==> src/rtl/cpu_types_pkg.sv <==
// cpu_types_pkg: shared CPU word/opcode types plus the ALU arbiter state encoding.
package cpu_types_pkg;

  typedef logic [31:0] word_t;

  typedef enum logic [3:0] {
    ALU_ADD  = 4'd0,
    ALU_SUB  = 4'd1,
    ALU_AND  = 4'd2,
    ALU_OR   = 4'd3,
    ALU_XOR  = 4'd4,
    ALU_SLL  = 4'd5,
    ALU_SRL  = 4'd6,
    ALU_SRA  = 4'd7,
    ALU_SLT  = 4'd8,
    ALU_SLTU = 4'd9
  } aluop_t;

  // Fixed encodings kept so older tooling can match raw state values.
  localparam logic [1:0] ST_IDLE = 2'd0;
  localparam logic [1:0] ST_EXEC = 2'd1;
  localparam logic [1:0] ST_HOLD = 2'd2;

  typedef enum logic [1:0] {
    IDLE = ST_IDLE,
    EXEC = ST_EXEC,
    HOLD = ST_HOLD
  } aluarb_state_t;

  localparam int ALUARB_MAXREQ = 4;

endpackage

==> src/rtl/alu_if.sv <==
// alu_if: connection to the shared ALU; the arbiter drives op/a/b through the tb modport.
interface alu_if;
  import cpu_types_pkg::*;

  aluop_t     op;
  word_t      a;
  word_t      b;
  word_t      out;
  logic [2:0] flags;

  modport tb  (output op, a, b, input out, flags);
  modport dut (input op, a, b, output out, flags);

endinterface

==> src/rtl/rr_arbiter.sv <==
// rr_arbiter: combinational round-robin pick of the first request at or after ptr.
module rr_arbiter #(
  parameter int NREQ = 2,
  parameter int PW   = 1
) (
  input  logic [NREQ-1:0] req,
  input  logic [PW-1:0]   ptr,
  input  logic            enable,
  output logic [NREQ-1:0] gnt
);

  logic [NREQ-1:0]   req_rot;
  logic [NREQ-1:0]   gnt_rot;
  logic [2*NREQ-1:0] gnt_dbl;

  // Rotate so ptr sits at bit 0, keep the lowest set bit, then rotate back.
  always_comb begin
    req_rot = NREQ'({req, req} >> ptr);
    gnt_rot = req_rot & (~req_rot + NREQ'(1));
    gnt_dbl = {{NREQ{1'b0}}, gnt_rot} << ptr;
    if (enable) begin
      gnt = gnt_dbl[NREQ-1:0] | gnt_dbl[2*NREQ-1:NREQ];
    end else begin
      gnt = '0;
    end
  end

endmodule

==> src/rtl/alu_arbiter.sv <==
// alu_arbiter: round-robin sharing of one ALU among NREQ requesters with held responses.
// Define ALU_ARB_STATS_EN to add the stat_gnt/stat_stall counter outputs.
module alu_arbiter
  import cpu_types_pkg::*;
#(
  parameter int NREQ  = 2,
  parameter int CNT_W = 32
) (
  input  logic                        CLK,
  input  logic                        RST,
  input  logic [NREQ-1:0]             req,
  input  logic [NREQ-1:0][3:0]        req_op,
  input  logic [NREQ-1:0][31:0]       req_a,
  input  logic [NREQ-1:0][31:0]       req_b,
  output logic [NREQ-1:0]             gnt,
  output logic [NREQ-1:0]             rsp_valid,
  input  logic [NREQ-1:0]             rsp_ready,
  output logic [31:0]                 rsp_out,
  output logic [2:0]                  rsp_flags,
`ifdef ALU_ARB_STATS_EN
  output logic [NREQ-1:0][CNT_W-1:0]  stat_gnt,
  output logic [CNT_W-1:0]            stat_stall,
`else
`endif
  alu_if.tb                           aluif
);

  localparam int PW = (NREQ > 1) ? $clog2(NREQ) : 1;

  aluarb_state_t state;
  aluarb_state_t state_nxt;
  logic [PW-1:0] ptr;
  logic [PW-1:0] ptr_nxt;
  logic [PW-1:0] owner;
  logic [PW-1:0] winner;
  logic          grant_en;
  logic          accept;
  aluop_t        op_q;
  word_t         a_q;
  word_t         b_q;

  // A new operand set may only enter when the ALU slot is free or being vacated now.
  assign grant_en = !RST && ((state == IDLE) || ((state == HOLD) && rsp_ready[owner]));
  assign accept   = |gnt;

  rr_arbiter #(
    .NREQ (NREQ),
    .PW   (PW)
  ) u_rr (
    .req    (req),
    .ptr    (ptr),
    .enable (grant_en),
    .gnt    (gnt)
  );

  assign aluif.op = op_q;
  assign aluif.a  = a_q;
  assign aluif.b  = b_q;

  // Encode the one-hot grant and advance the pointer past the winner.
  always_comb begin
    winner = '0;
    for (int i = 0; i < NREQ; i++) begin
      if (gnt[i]) begin
        winner = PW'(i);
      end else begin
        winner = winner;
      end
    end
    if (winner == PW'(NREQ - 1)) begin
      ptr_nxt = '0;
    end else begin
      ptr_nxt = winner + PW'(1);
    end
  end

  // Next-state logic; an accept in HOLD implies the owner's ready.
  always_comb begin
    state_nxt = state;
    case (state)
      IDLE: begin
        if (accept) begin
          state_nxt = EXEC;
        end else begin
          state_nxt = IDLE;
        end
      end
      EXEC: state_nxt = HOLD;
      HOLD: begin
        if (accept) begin
          state_nxt = EXEC;
        end else if (rsp_ready[owner]) begin
          state_nxt = IDLE;
        end else begin
          state_nxt = HOLD;
        end
      end
      default: state_nxt = IDLE;
    endcase
  end

  // State, pointer, operand latch and result capture.
  always_ff @(posedge CLK) begin
    if (RST) begin
      state     <= IDLE;
      ptr       <= '0;
      owner     <= '0;
      op_q      <= ALU_ADD;
      a_q       <= 32'd0;
      b_q       <= 32'd0;
      rsp_out   <= 32'd0;
      rsp_flags <= 3'd0;
      rsp_valid <= '0;
    end else begin
      state <= state_nxt;
      if (accept) begin
        ptr   <= ptr_nxt;
        owner <= winner;
        op_q  <= aluop_t'(req_op[winner]);
        a_q   <= req_a[winner];
        b_q   <= req_b[winner];
      end
      if (state == EXEC) begin
        rsp_out   <= aluif.out;
        rsp_flags <= aluif.flags;
      end
      // Owner is stable on every path into HOLD, so this matches the next state.
      rsp_valid <= (state_nxt == HOLD) ? (NREQ'(1) << owner) : '0;
    end
  end

`ifdef ALU_ARB_STATS_EN
  // Per-requester accept counts and cycles where requests waited unserved.
  always_ff @(posedge CLK) begin
    if (RST) begin
      stat_gnt   <= '0;
      stat_stall <= '0;
    end else begin
      for (int i = 0; i < NREQ; i++) begin
        if (gnt[i]) begin
          stat_gnt[i] <= stat_gnt[i] + CNT_W'(1);
        end
      end
      if ((|req) && !(|gnt)) begin
        stat_stall <= stat_stall + CNT_W'(1);
      end
    end
  end
`else
  // CNT_W only sizes the statistics counters, which are absent in this build.
  logic [CNT_W-1:0] unused_cnt;
  assign unused_cnt = '0;
`endif

endmodule

==> src/flat_wrapper.sv <==
// flat-port wrapper written by rule: the top's interface ports become plain ports
module alu_arbiter_flat import cpu_types_pkg::*;
#(
  parameter int NREQ  = 2,
  parameter int CNT_W = 32
)
  (CLK, RST, req, req_op, req_a, req_b, gnt, rsp_valid, rsp_ready, rsp_out, rsp_flags, aluif_op, aluif_a, aluif_b, aluif_out, aluif_flags);
  alu_if aluif_i ();
  input  logic CLK;
  input  logic RST;
  input  logic [NREQ-1:0] req;
  input  logic [NREQ-1:0][3:0] req_op;
  input  logic [NREQ-1:0][31:0] req_a;
  input  logic [NREQ-1:0][31:0] req_b;
  output logic [NREQ-1:0] gnt;
  output logic [NREQ-1:0] rsp_valid;
  input  logic [NREQ-1:0] rsp_ready;
  output logic [31:0] rsp_out;
  output logic [2:0] rsp_flags;
  output wire logic [$bits(aluif_i.op)-1:0] aluif_op;
  output wire logic [$bits(aluif_i.a)-1:0] aluif_a;
  output wire logic [$bits(aluif_i.b)-1:0] aluif_b;
  input wire logic [$bits(aluif_i.out)-1:0] aluif_out;
  input wire logic [$bits(aluif_i.flags)-1:0] aluif_flags;
  assign aluif_op = aluif_i.op;
  assign aluif_a = aluif_i.a;
  assign aluif_b = aluif_i.b;
  assign aluif_i.out = aluif_out;
  assign aluif_i.flags = aluif_flags;
  alu_arbiter #(.NREQ(NREQ), .CNT_W(CNT_W)) u_core (.CLK(CLK), .RST(RST), .req(req), .req_op(req_op), .req_a(req_a), .req_b(req_b), .gnt(gnt), .rsp_valid(rsp_valid), .rsp_ready(rsp_ready), .rsp_out(rsp_out), .rsp_flags(rsp_flags), .aluif(aluif_i));
endmodule
==> config.mk <==
export PLATFORM = sky130hd
export DESIGN_NAME = alu_arbiter_flat
export DESIGN_NICKNAME = d
export VERILOG_FILES = /design/src/rtl/cpu_types_pkg.sv /design/src/rtl/alu_if.sv /design/src/rtl/rr_arbiter.sv /design/src/rtl/alu_arbiter.sv /design/src/flat_wrapper.sv
export SDC_FILE = /design/constraint.sdc
export NUM_CORES = 1
export LEC_CHECK = 0
export ABC_AREA = 0
export CAP_MARGIN = 5
export CORE_ASPECT_RATIO = 0.8
export CORE_MARGIN = 5
export CORE_UTILIZATION = 34
export DETAILED_ROUTE_END_ITERATION = 12
export GPL_TIMING_DRIVEN = 1
export PLACE_DENSITY = 0.82
export SYNTH_ARGS = -nofsm -noshare
export SYNTH_HDL_FRONTEND = slang
export SYNTH_SLANG_ARGS = --single-unit
==> constraint.sdc <==
create_clock -name CLK -period 1.9 [get_ports CLK]
set_input_delay 0.38 -clock CLK [delete_from_list [all_inputs] [get_ports CLK]]
set_output_delay 0.38 -clock CLK [all_outputs]
set_load 0.03 [all_outputs]
==> flow_summary.toml, run 1 <==
[pwr]
p_leak_nw = 2.82
powerDensity_mw_per_mm2 = 804
peakVddDrop_mv = 0.518
finalPower_mw = 6.58

[worst_setup_path]
rrSetupSlack_ns = 0.32
critPathTopFamily = "flip-flops"
r2r-end = "u_core.aluif.b[2]"
cp_max_fo = 4
end_kind = "output pin"
worstPathRequired_ns = 1.52
cp_num_cells = 4
r2r_cells = 5
worstPathArrival_ns = 1.44
startpoint_type = "register"
critical_path_class = "register to output pin"
reg2reg_from = "u_core.owner"
path_buf_inv = 1
path_cells = "mux2_4 -> o21ai_4 -> nor3_2 -> buf_4"
slowest_delay_ns = 0.37
cpMaxStageDelayCell = "dfxtp_4"

[synth]
synth_area_mm2 = 0.00469
ys_seq_elements = 109
synthesis.nets = 691
synth_cells = 514
synth_seq_area_share = 0.466
syn_area_per_cell_um2 = 9.12
yosysTopAreaCellShare = 0.466
yosysWarnings = 0
synth.distinct_cells = 29
synth_area_leader_cell = "dfxtp_1"
ys_top_cells_by_area = "dfxtp_1 47%, o32ai_1 13%, nand2_1 9.6%, a32oi_1 9.0%, a221oi_2 6.4%"

[clock_tree]
clock_insertion_delay_worst_skew_ns = 0.34
numCtsBuffers = 9
cts_hold_buf = 0
cts_tree = "done"
clkTransAtPathRegs_ns = 0.08
clockBufferDepth = 2
root_buffer = "clkbuf_16"
htreeDepth = 3
cts.sinks = 109

[detailed_routing]
avgRoutedWirePerCell_um = 18.0
ant_nets = 0
routed_wl_um = 17300
drt_first_pass_iters = 4
drt_iter0_drc = 245
num_vias = 5084
drcViolationCount = 0
viasPerCell = 5.30

[floorplan]
io_pins = 284
die_x_um = 141
dieArea_mm2 = 0.0162
core_area_mm2 = 0.0136
start_util = 0.346
dieHeight_um = 115
rows = 38

[timing]
setup_ws_ns = 0.0755
slew_headroom = 0.660
clock_skew_ns = 0.0137
finalCriticalPeriod_ns = 1.82
worstMarginPinSlew_ns = 0.510
setup_viol = 0
finalHoldViolCount = 0
grt_setup_unrepaired = "no"
fmax_mhz = 548
slew_violations = 0
finalCritPeriodShare = 0.960
tns_ns = 0

[placed_design]
placed_area_mm2 = 0.00784
gp_congestion = 0.797
pre_cts_ws_ns = -0.133
port_buffers = 283
dp_hpwl_um = 12500

[global_routing]
grt_pass1_vias = 4952
overflow = 0
grt_pass1_wl_um = 26300
antenna_found_initial = 1
grt_max_degree = 55
grt_usage = 0.202

[job]
maxCapViolations = 0

[finish]
fin_area_mm2 = 0.00818
drive_gt1_frac = 0.104
area_growth_syn_to_layout_pct = 74.6
final_nets = 951
nFillCells = 1204
layout_common_cells = "276 x clkdlybuf4s50_1, 120 x nand2_1, 107 x dfxtp_1"
finish.utilization = 0.604
final_common_cell = "clkdlybuf4s50_1"

[min_path]
holdCritPathClass = "input port to register"
holdCritStartpoint = "RST"
whs_endpoint = "u_core.aluif.b[24]"
holdPathStages = 2

[outcome]
outcome = "completed"
==> state kept, by name, indices dropped and copies added, names as in the netlist <==
name,flops
u_core.aluif.op,4
u_core.rsp_valid,2
u_core.owner,1
u_core.aluif.a,32
u_core.rsp_out,32
u_core.ptr,1
u_core.state,2
u_core.rsp_flags,3
u_core.aluif.b,32
==> worst register-to-register path: cells and delay by family, from the launching register on <==
family / cells / cell delay, ns
flip-flops: 1 / 0.37
AO/OA/AOI/OAI: 2 / 0.33
buffers and inverters: 2 / 0.38
multiplexers: 1 / 0.43
==> layout make-up <==
cell class	instances	area (um2)	share of cell area
Inverter	24	90.1	0.0110
Antenna cell	1	2.50	0.000306
Multi-Input combinational cell	318	2180	0.267
Tap cell	180	225	0.0275
Clock buffer	9	225	0.0275
Timing Repair Buffer	312	3180	0.389
Clock inverter	7	82.6	0.0101
Sequential cell	109	2190	0.267
==> synth_stat cells, drive strengths merged <==
| library cell | n |
|---|---|
| o211a | 1 |
| nand2 | 120 |
| clkbuf | 41 |
| a21boi | 1 |
| a32oi | 48 |
| nor2 | 1 |
| a221oi | 20 |
| a21bo | 1 |
| mux2i | 1 |
| a211o | 1 |
| o31ai | 1 |
| dfxtp | 109 |
| nand2b | 3 |
| o211ai | 1 |
| o2111ai | 1 |
| mux2 | 1 |
| o21ai | 1 |
| a211oi | 2 |
| o32ai | 68 |
| clkinv | 1 |
| inv | 23 |
| buf | 22 |
| a21oi | 39 |
| nand3 | 1 |
| nor3 | 3 |
| nor2b | 3 |
==> logic make-up (layout without fill, tap and decap cells) <==
family,Yosys count,after routing,share of synthesized area
flops,109,109,0.466
other cells,0,1,0
compound gates,185,185,0.341
mux,2,2,0.00454
simple gates,131,131,0.109
buf+inv,87,352,0.0798
==> worst max path at each step <==
stage	slack (ns)	startpoint	endpoint
after floorplan	0.05	u_core.owner	gnt[1]
after global placement	-0.12	rsp_ready[1]	gnt[1]
after detailed placement	-0.13	rsp_ready[1]	gnt[1]
after CTS	0.01	u_core.owner	gnt[0]
after global routing	0.009	u_core.owner	gnt[0]
final	0.08	u_core.owner	gnt[0]
==> where the power goes <==
| part | switching [mW] | leakage [nW] | internal, mW | total [mW] |
|---|---|---|---|---|
| logic | 1.10 | 1.78 | 1.00 | 2.10 |
| registers | 0.113 | 0.899 | 2.49 | 2.61 |
| clock network | 0.939 | 0.145 | 0.936 | 1.88 |
==> metrics by stage <==
| stage | hold WS [ns] | cells |
|---|---|---|
| CTS | 0.404 | 958 |
| global placement | 0.441 | 941 |
| floorplan | 0.468 | 514 |
| finish | 0.422 | 960 |
| global route | 0.423 | 960 |
| detailed placement | 0.446 | 941 |
==> routing by layer <==
layer	GRT usage	wire, um	up-vias
li1	-	-	2479
met1	0.247	7150	2370
met2	0.340	8190	217
met3	0.0711	1660	18
met4	0.0542	282	0
met5	0	0	-
==> repair_timing <==
item	CTS	global route
setup endpoints to repair	2	2
resized for setup	7	1
gates cloned	0	0
pin swaps	1	1
buffers inserted	1	1
Note: power is estimated with default switching activity, not from simulation.
==> inputs of run 2 (changes only) <==
--- a/config.mk
+++ b/config.mk
@@ -7,7 +7,7 @@
 export LEC_CHECK = 0
 export ABC_AREA = 0
 export CAP_MARGIN = 5
-export CORE_ASPECT_RATIO = 0.8
+export CORE_ASPECT_RATIO = 1.1
 export CORE_MARGIN = 5
 export CORE_UTILIZATION = 34
 export DETAILED_ROUTE_END_ITERATION = 12
==> flow_summary.toml, run 2 (synthesis results as in run 1) <==
[outcome]
outcome = "completed"

[timing]
setup_ws_ns = 0.0974
worstMarginPinSlew_ns = 0.696
finalCriticalPeriod_ns = 1.80
clock_skew_ns = 0.0103
fmax_mhz = 555
hold_slack_ns = 0.330
finalHoldViolCount = 0
grt_setup_unrepaired = "no"
slew_violations = 0
finalCritPeriodShare = 0.949
setup_viol = 0
slew_headroom = 0.536

[global_routing]
grt_pass1_vias = 4957
grt_max_degree = 67
overflow = 0
antenna_found_initial = 0
grt_pass1_wl_um = 25700
grt_usage = 0.198

[detailed_routing]
ant_nets = 0
drt_first_pass_iters = 6
avgRoutedWirePerCell_um = 17.4
viasPerCell = 5.28
routed_wl_um = 16900
num_vias = 5121
drt_iter0_drc = 242
drcViolationCount = 0

[finish]
area_growth_syn_to_layout_pct = 74.2
fin_area_mm2 = 0.00816
drive_gt1_frac = 0.105
final_nets = 953
finish.utilization = 0.597
diodes = 0
layout_common_cells = "276 x clkdlybuf4s50_1, 120 x nand2_1, 108 x dfxtp_1"
final_common_cell = "clkdlybuf4s50_1"
nFillCells = 1171

[pwr]
finalPower_mw = 6.57
powerDensity_mw_per_mm2 = 805
pwr-share-comb = 0.320
switching_share = 0.327
peakVddDrop_mv = 0.415
clkPwrFrac = 0.286
switchingPower_mw = 2.15
sequentialPowerShare = 0.394
internal-power_mw = 4.42
p_leak_nw = 2.82

[worst_setup_path]
worstPathRequired_ns = 1.52
path_buf_inv = 1
slowest_delay_ns = 0.35
cp_num_cells = 4
critical_path_class = "register to output pin"
cp_max_fo = 3
worstPathArrival_ns = 1.42
critPathTopFamily = "flip-flops"
r2r_cells = 5
cpMaxStageDelayCell = "dfxtp_4"
end_kind = "output pin"
startpoint_type = "register"
path_cells = "mux2_4 -> o21ai_4 -> nor3_2 -> buf_4"

[clock_tree]
cts_tree = "done"
numCtsBuffers = 9
clkTransAtPathRegs_ns = 0.07
clockBufferDepth = 2
cts_hold_buf = 0
cts.sinks = 109
root_buffer = "clkbuf_16"
clock_insertion_delay_worst_skew_ns = 0.35
htreeDepth = 3

[placed_design]
pre_cts_ws_ns = -0.221
dp_hpwl_um = 12200
placed_area_mm2 = 0.00782
gp_congestion = 0.785
port_buffers = 283

[floorplan]
core_area_mm2 = 0.0137
io_pins = 284
start_util = 0.342
dieHeight_um = 133
dieArea_mm2 = 0.0162
rows = 45
die_x_um = 122

[min_path]
holdCritPathClass = "input port to register"
holdPathStages = 2

[job]
maxCapViolations = 0
run 2: cell count changes in the layout (fill, tap and decap cells not counted):
| cell | delta |
|---|---|
| buf_12 | -4 |
| buf_4 | +6 |
| clkinv_4 | +2 |
| clkinvlp_4 | -1 |
| dfxtp_1 | +1 |
| dfxtp_2 | -1 |
| diode_2 | -1 |
| dlygate4sd2_1 | -1 |
| dlymetal6s2s_1 | +1 |
| inv_6 | -1 |
| nor3_2 | -1 |
| nor3_4 | +1 |
run 2: repair_timing:
action	in CTS	in global routing
setup buffers	1	1
gates cloned	0	0
pin swaps	1	1
resized for setup	7	1
setup endpoints to repair	2	2
run 2: power by group through the flow:
stage	sequential (mW)	combinational, mW	clock [mW]
floorplan	3.04	0.667	0
finish	2.59	2.10	1.88
global route	2.62	2.23	2.03
global placement	2.64	2.08	0
detailed placement	2.65	2.10	0
CTS	2.59	2.11	1.93
run 2: worst reg2reg max path, delay by kind of cell (launching register included):
family / cells / cell delay (ns)
buffers and inverters: 2 / 0.50
AO/OA/AOI/OAI: 2 / 0.36
flip-flops: 1 / 0.35
multiplexers: 1 / 0.31
run 2: final cells by class:
type                            instances  area [um2]  share of cell area
Sequential cell                       109        2190               0.268
Inverter                               24        90.1              0.0110
Clock inverter                          7        83.8              0.0103
Tap cell                              188         235              0.0288
Multi-Input combinational cell        318        2190               0.268
Timing Repair Buffer                  314        3150               0.386
Clock buffer                            9         225              0.0276
run 2: path summary, 6_finish.rpt:
kind / from / to / slack (ns)
max reg2reg: u_core.owner / u_core.aluif.a[4] / 0.23
min reg2reg: u_core.rsp_out[8] / u_core.rsp_out[8] / 0.45
min: RST / u_core.aluif.a[31] / 0.33
max: u_core.owner / gnt[0] / 0.1
run 2: per-stage QoR:
stage               TNS (ns)  cells
floorplan                  0    514
global route               0    969
finish                     0    969
global placement       -4.38    951
CTS                        0    968
detailed placement     -5.77    951
run 2: per-layer routing:
metal  wire length, um  global-route usage  vias up  part of all wire
met5                 0                   0        -                 0
met4               292              0.0573        0             0.017
met3              1520              0.0611       19             0.090
met2              8380               0.352      203              0.50
met1              6670               0.226     2429              0.40
li1                  -                   -     2470                 -
==> inputs of run 3 (changes only) <==
--- a/config.mk
+++ b/config.mk
@@ -16,3 +16,4 @@
 export SYNTH_ARGS = -nofsm -noshare
 export SYNTH_HDL_FRONTEND = slang
 export SYNTH_SLANG_ARGS = --single-unit
+export TNS_END_PERCENT = 30
==> constraint.sdc (replaced) <==
create_clock -name CLK -period 1.6 [get_ports CLK]
set_input_delay 0.32 -clock CLK [delete_from_list [all_inputs] [get_ports CLK]]
set_output_delay 0.32 -clock CLK [all_outputs]
set_load 0.03 [all_outputs]
==> flow_summary.toml, run 3 (synthesis results as in run 1) <==
[min_path]
holdCritPathClass = "input port to register"

[clock_tree]
numCtsBuffers = 9
cts_hold_buf = 0
clkTransAtPathRegs_ns = 0.08
clock_insertion_delay_worst_skew_ns = 0.35
root_buffer = "clkbuf_16"
cts_tree = "done"
clockBufferDepth = 2
cts.sinks = 109
htreeDepth = 3

[timing]
clock_skew_ns = 0.0103
tns_ns = -0.280
finalCriticalPeriod_ns = 1.74
setup_ws_ns = -0.141
slew_violations = 0
fmax_mhz = 574
hold_slack_ns = 0.347
setup_viol = 2
slew_headroom = 0.684
grt_setup_unrepaired = "yes"
finalHoldViolCount = 0
worstMarginPinSlew_ns = 0.473
finalCritPeriodShare = 1.09

[outcome]
violations = "setup timing"
outcome = "complete, but fails checks"

[finish]
drive_gt1_frac = 0.114
seq_area_mm2 = 0.00219
final_nets = 959
layout_common_cells = "171 x clkdlybuf4s50_1, 120 x nand2_1, 108 x dlygate4sd2_1"
layout.cells.non_filler = 975
multi_input_area_mm2 = 0.00220
diodes = 0
area_growth_syn_to_layout_pct = 74.8
fin_area_mm2 = 0.00819
final_common_cell = "clkdlybuf4s50_1"
nFillCells = 1227

[floorplan]
die_x_um = 122
start_util = 0.342
dieArea_mm2 = 0.0162
rows = 45
io_pins = 284
core_area_mm2 = 0.0137
dieHeight_um = 133

[detailed_routing]
ant_nets = 0
routed_wl_um = 17300
drt_first_pass_iters = 4
avgRoutedWirePerCell_um = 17.7
drcViolationCount = 0
viasPerCell = 5.27
drt_iter0_drc = 214
num_vias = 5138

[job]
maxCapViolations = 0

[worst_setup_path]
critPathTopFamily = "flip-flops"
startpoint_type = "register"
critical_path_class = "register to output pin"
path_cells = "mux2_4 -> o21ai_4 -> nor3_2 -> buf_4"
end_kind = "output pin"
path_buf_inv = 1
cpMaxStageDelayCell = "dfxtp_4"
worstPathArrival_ns = 1.42
cp_max_fo = 3
slowest_delay_ns = 0.36
worstPathRequired_ns = 1.28

[placed_design]
gp_congestion = 0.765
dp.cells = 952
dp_hpwl_um = 12100
port_buffers = 283
placed_area_mm2 = 0.00787

[global_routing]
grt_max_degree = 58
grt_pass1_wl_um = 25600
overflow = 0
grt_usage = 0.195
grt_pass1_vias = 4961
antenna_found_initial = 0

[pwr]
powerDensity_mw_per_mm2 = 944
peakVddDrop_mv = 0.527
p_leak_nw = 3.29
-- run 3: changes by cell type in the layout (fill, tap and decap cells not counted), moves of 3 or more --
cell,previous run,this run
clkinv_4,3,0
clkbuf_16,9,13
buf_4,26,22
clkinv_8,3,0
inv_8,0,3
clkdlybuf4s50_1,276,171
buf_12,8,11
dlygate4sd2_1,2,108
clkinvlp_4,0,3
buf_6,0,3
-- run 3: what timing repair did --
item                                   4_1_cts  5_1_grt
gates resized for setup                    112        6
buffers inserted                             2        1
gates cloned                                 0        4
setup endpoints to repair                  107       66
endpoints found under the hold margin        0        0
pin swaps                                    1        7
-- run 3: worst paths after layout --
path	startpoint	end	slack [ns]	cells after the start
setup / recovery	u_core.owner	gnt[1]	-0.14	4
setup reg to reg	u_core.owner	u_core.aluif.a[6]	0	7
hold reg to reg	u_core.rsp_out[21]	u_core.rsp_out[21]	0.45	2
hold / removal	RST	u_core.aluif.b[3]	0.35	2
-- run 3: worst register-to-register path, cell delays in order, from the launching register on --
cell and delay [ns]:
dfxtp_4 0.35, buf_4 0.15, mux2i_2 0.16, buf_4 0.16, a211oi_4 0.20, buf_6 0.17
clkbuf_16 0.20, o32ai_1 0.09
-- run 3: cell type report --
class	instances	share of cell area
repair buffers	320	0.389
well taps	188	0.0287
inverters	24	0.0110
multi-input cells	318	0.269
clock inverters	7	0.00795
clock buffers	9	0.0275
flip-flops and latches	109	0.267
-- run 3: routing by layer --
layer  part of all wire  wire length [um]  track usage  up-vias
li1                   -                 -            -     2487
met1               0.38              6590        0.222     2405
met2               0.50              8630        0.342      227
met3               0.10              1750       0.0730       19
met4              0.018               311       0.0511        0
met5                  0                 0            0        -
-- run 3: power breakdown --
| part | internal, mW | switching [mW] | total [mW] | leakage, nW |
|---|---|---|---|---|
| sequential | 2.96 | 0.124 | 3.08 | 0.899 |
| combinational | 1.09 | 1.33 | 2.43 | 2.26 |
| clock | 1.10 | 1.12 | 2.22 | 0.134 |
-- run 3: metrics by stage --
stage	utilization	worst slack [ns]	power, mW
6_report	0.599	-0.141	7.73
5_1_grt	0.599	-0.204	8.08
4_1_cts	0.588	-0.179	7.69
3_5_place_dp	0.575	-0.287	5.64
3_3_place_gp	0.575	-0.285	5.61
2_1_floorplan	-	-0.0111	4.41
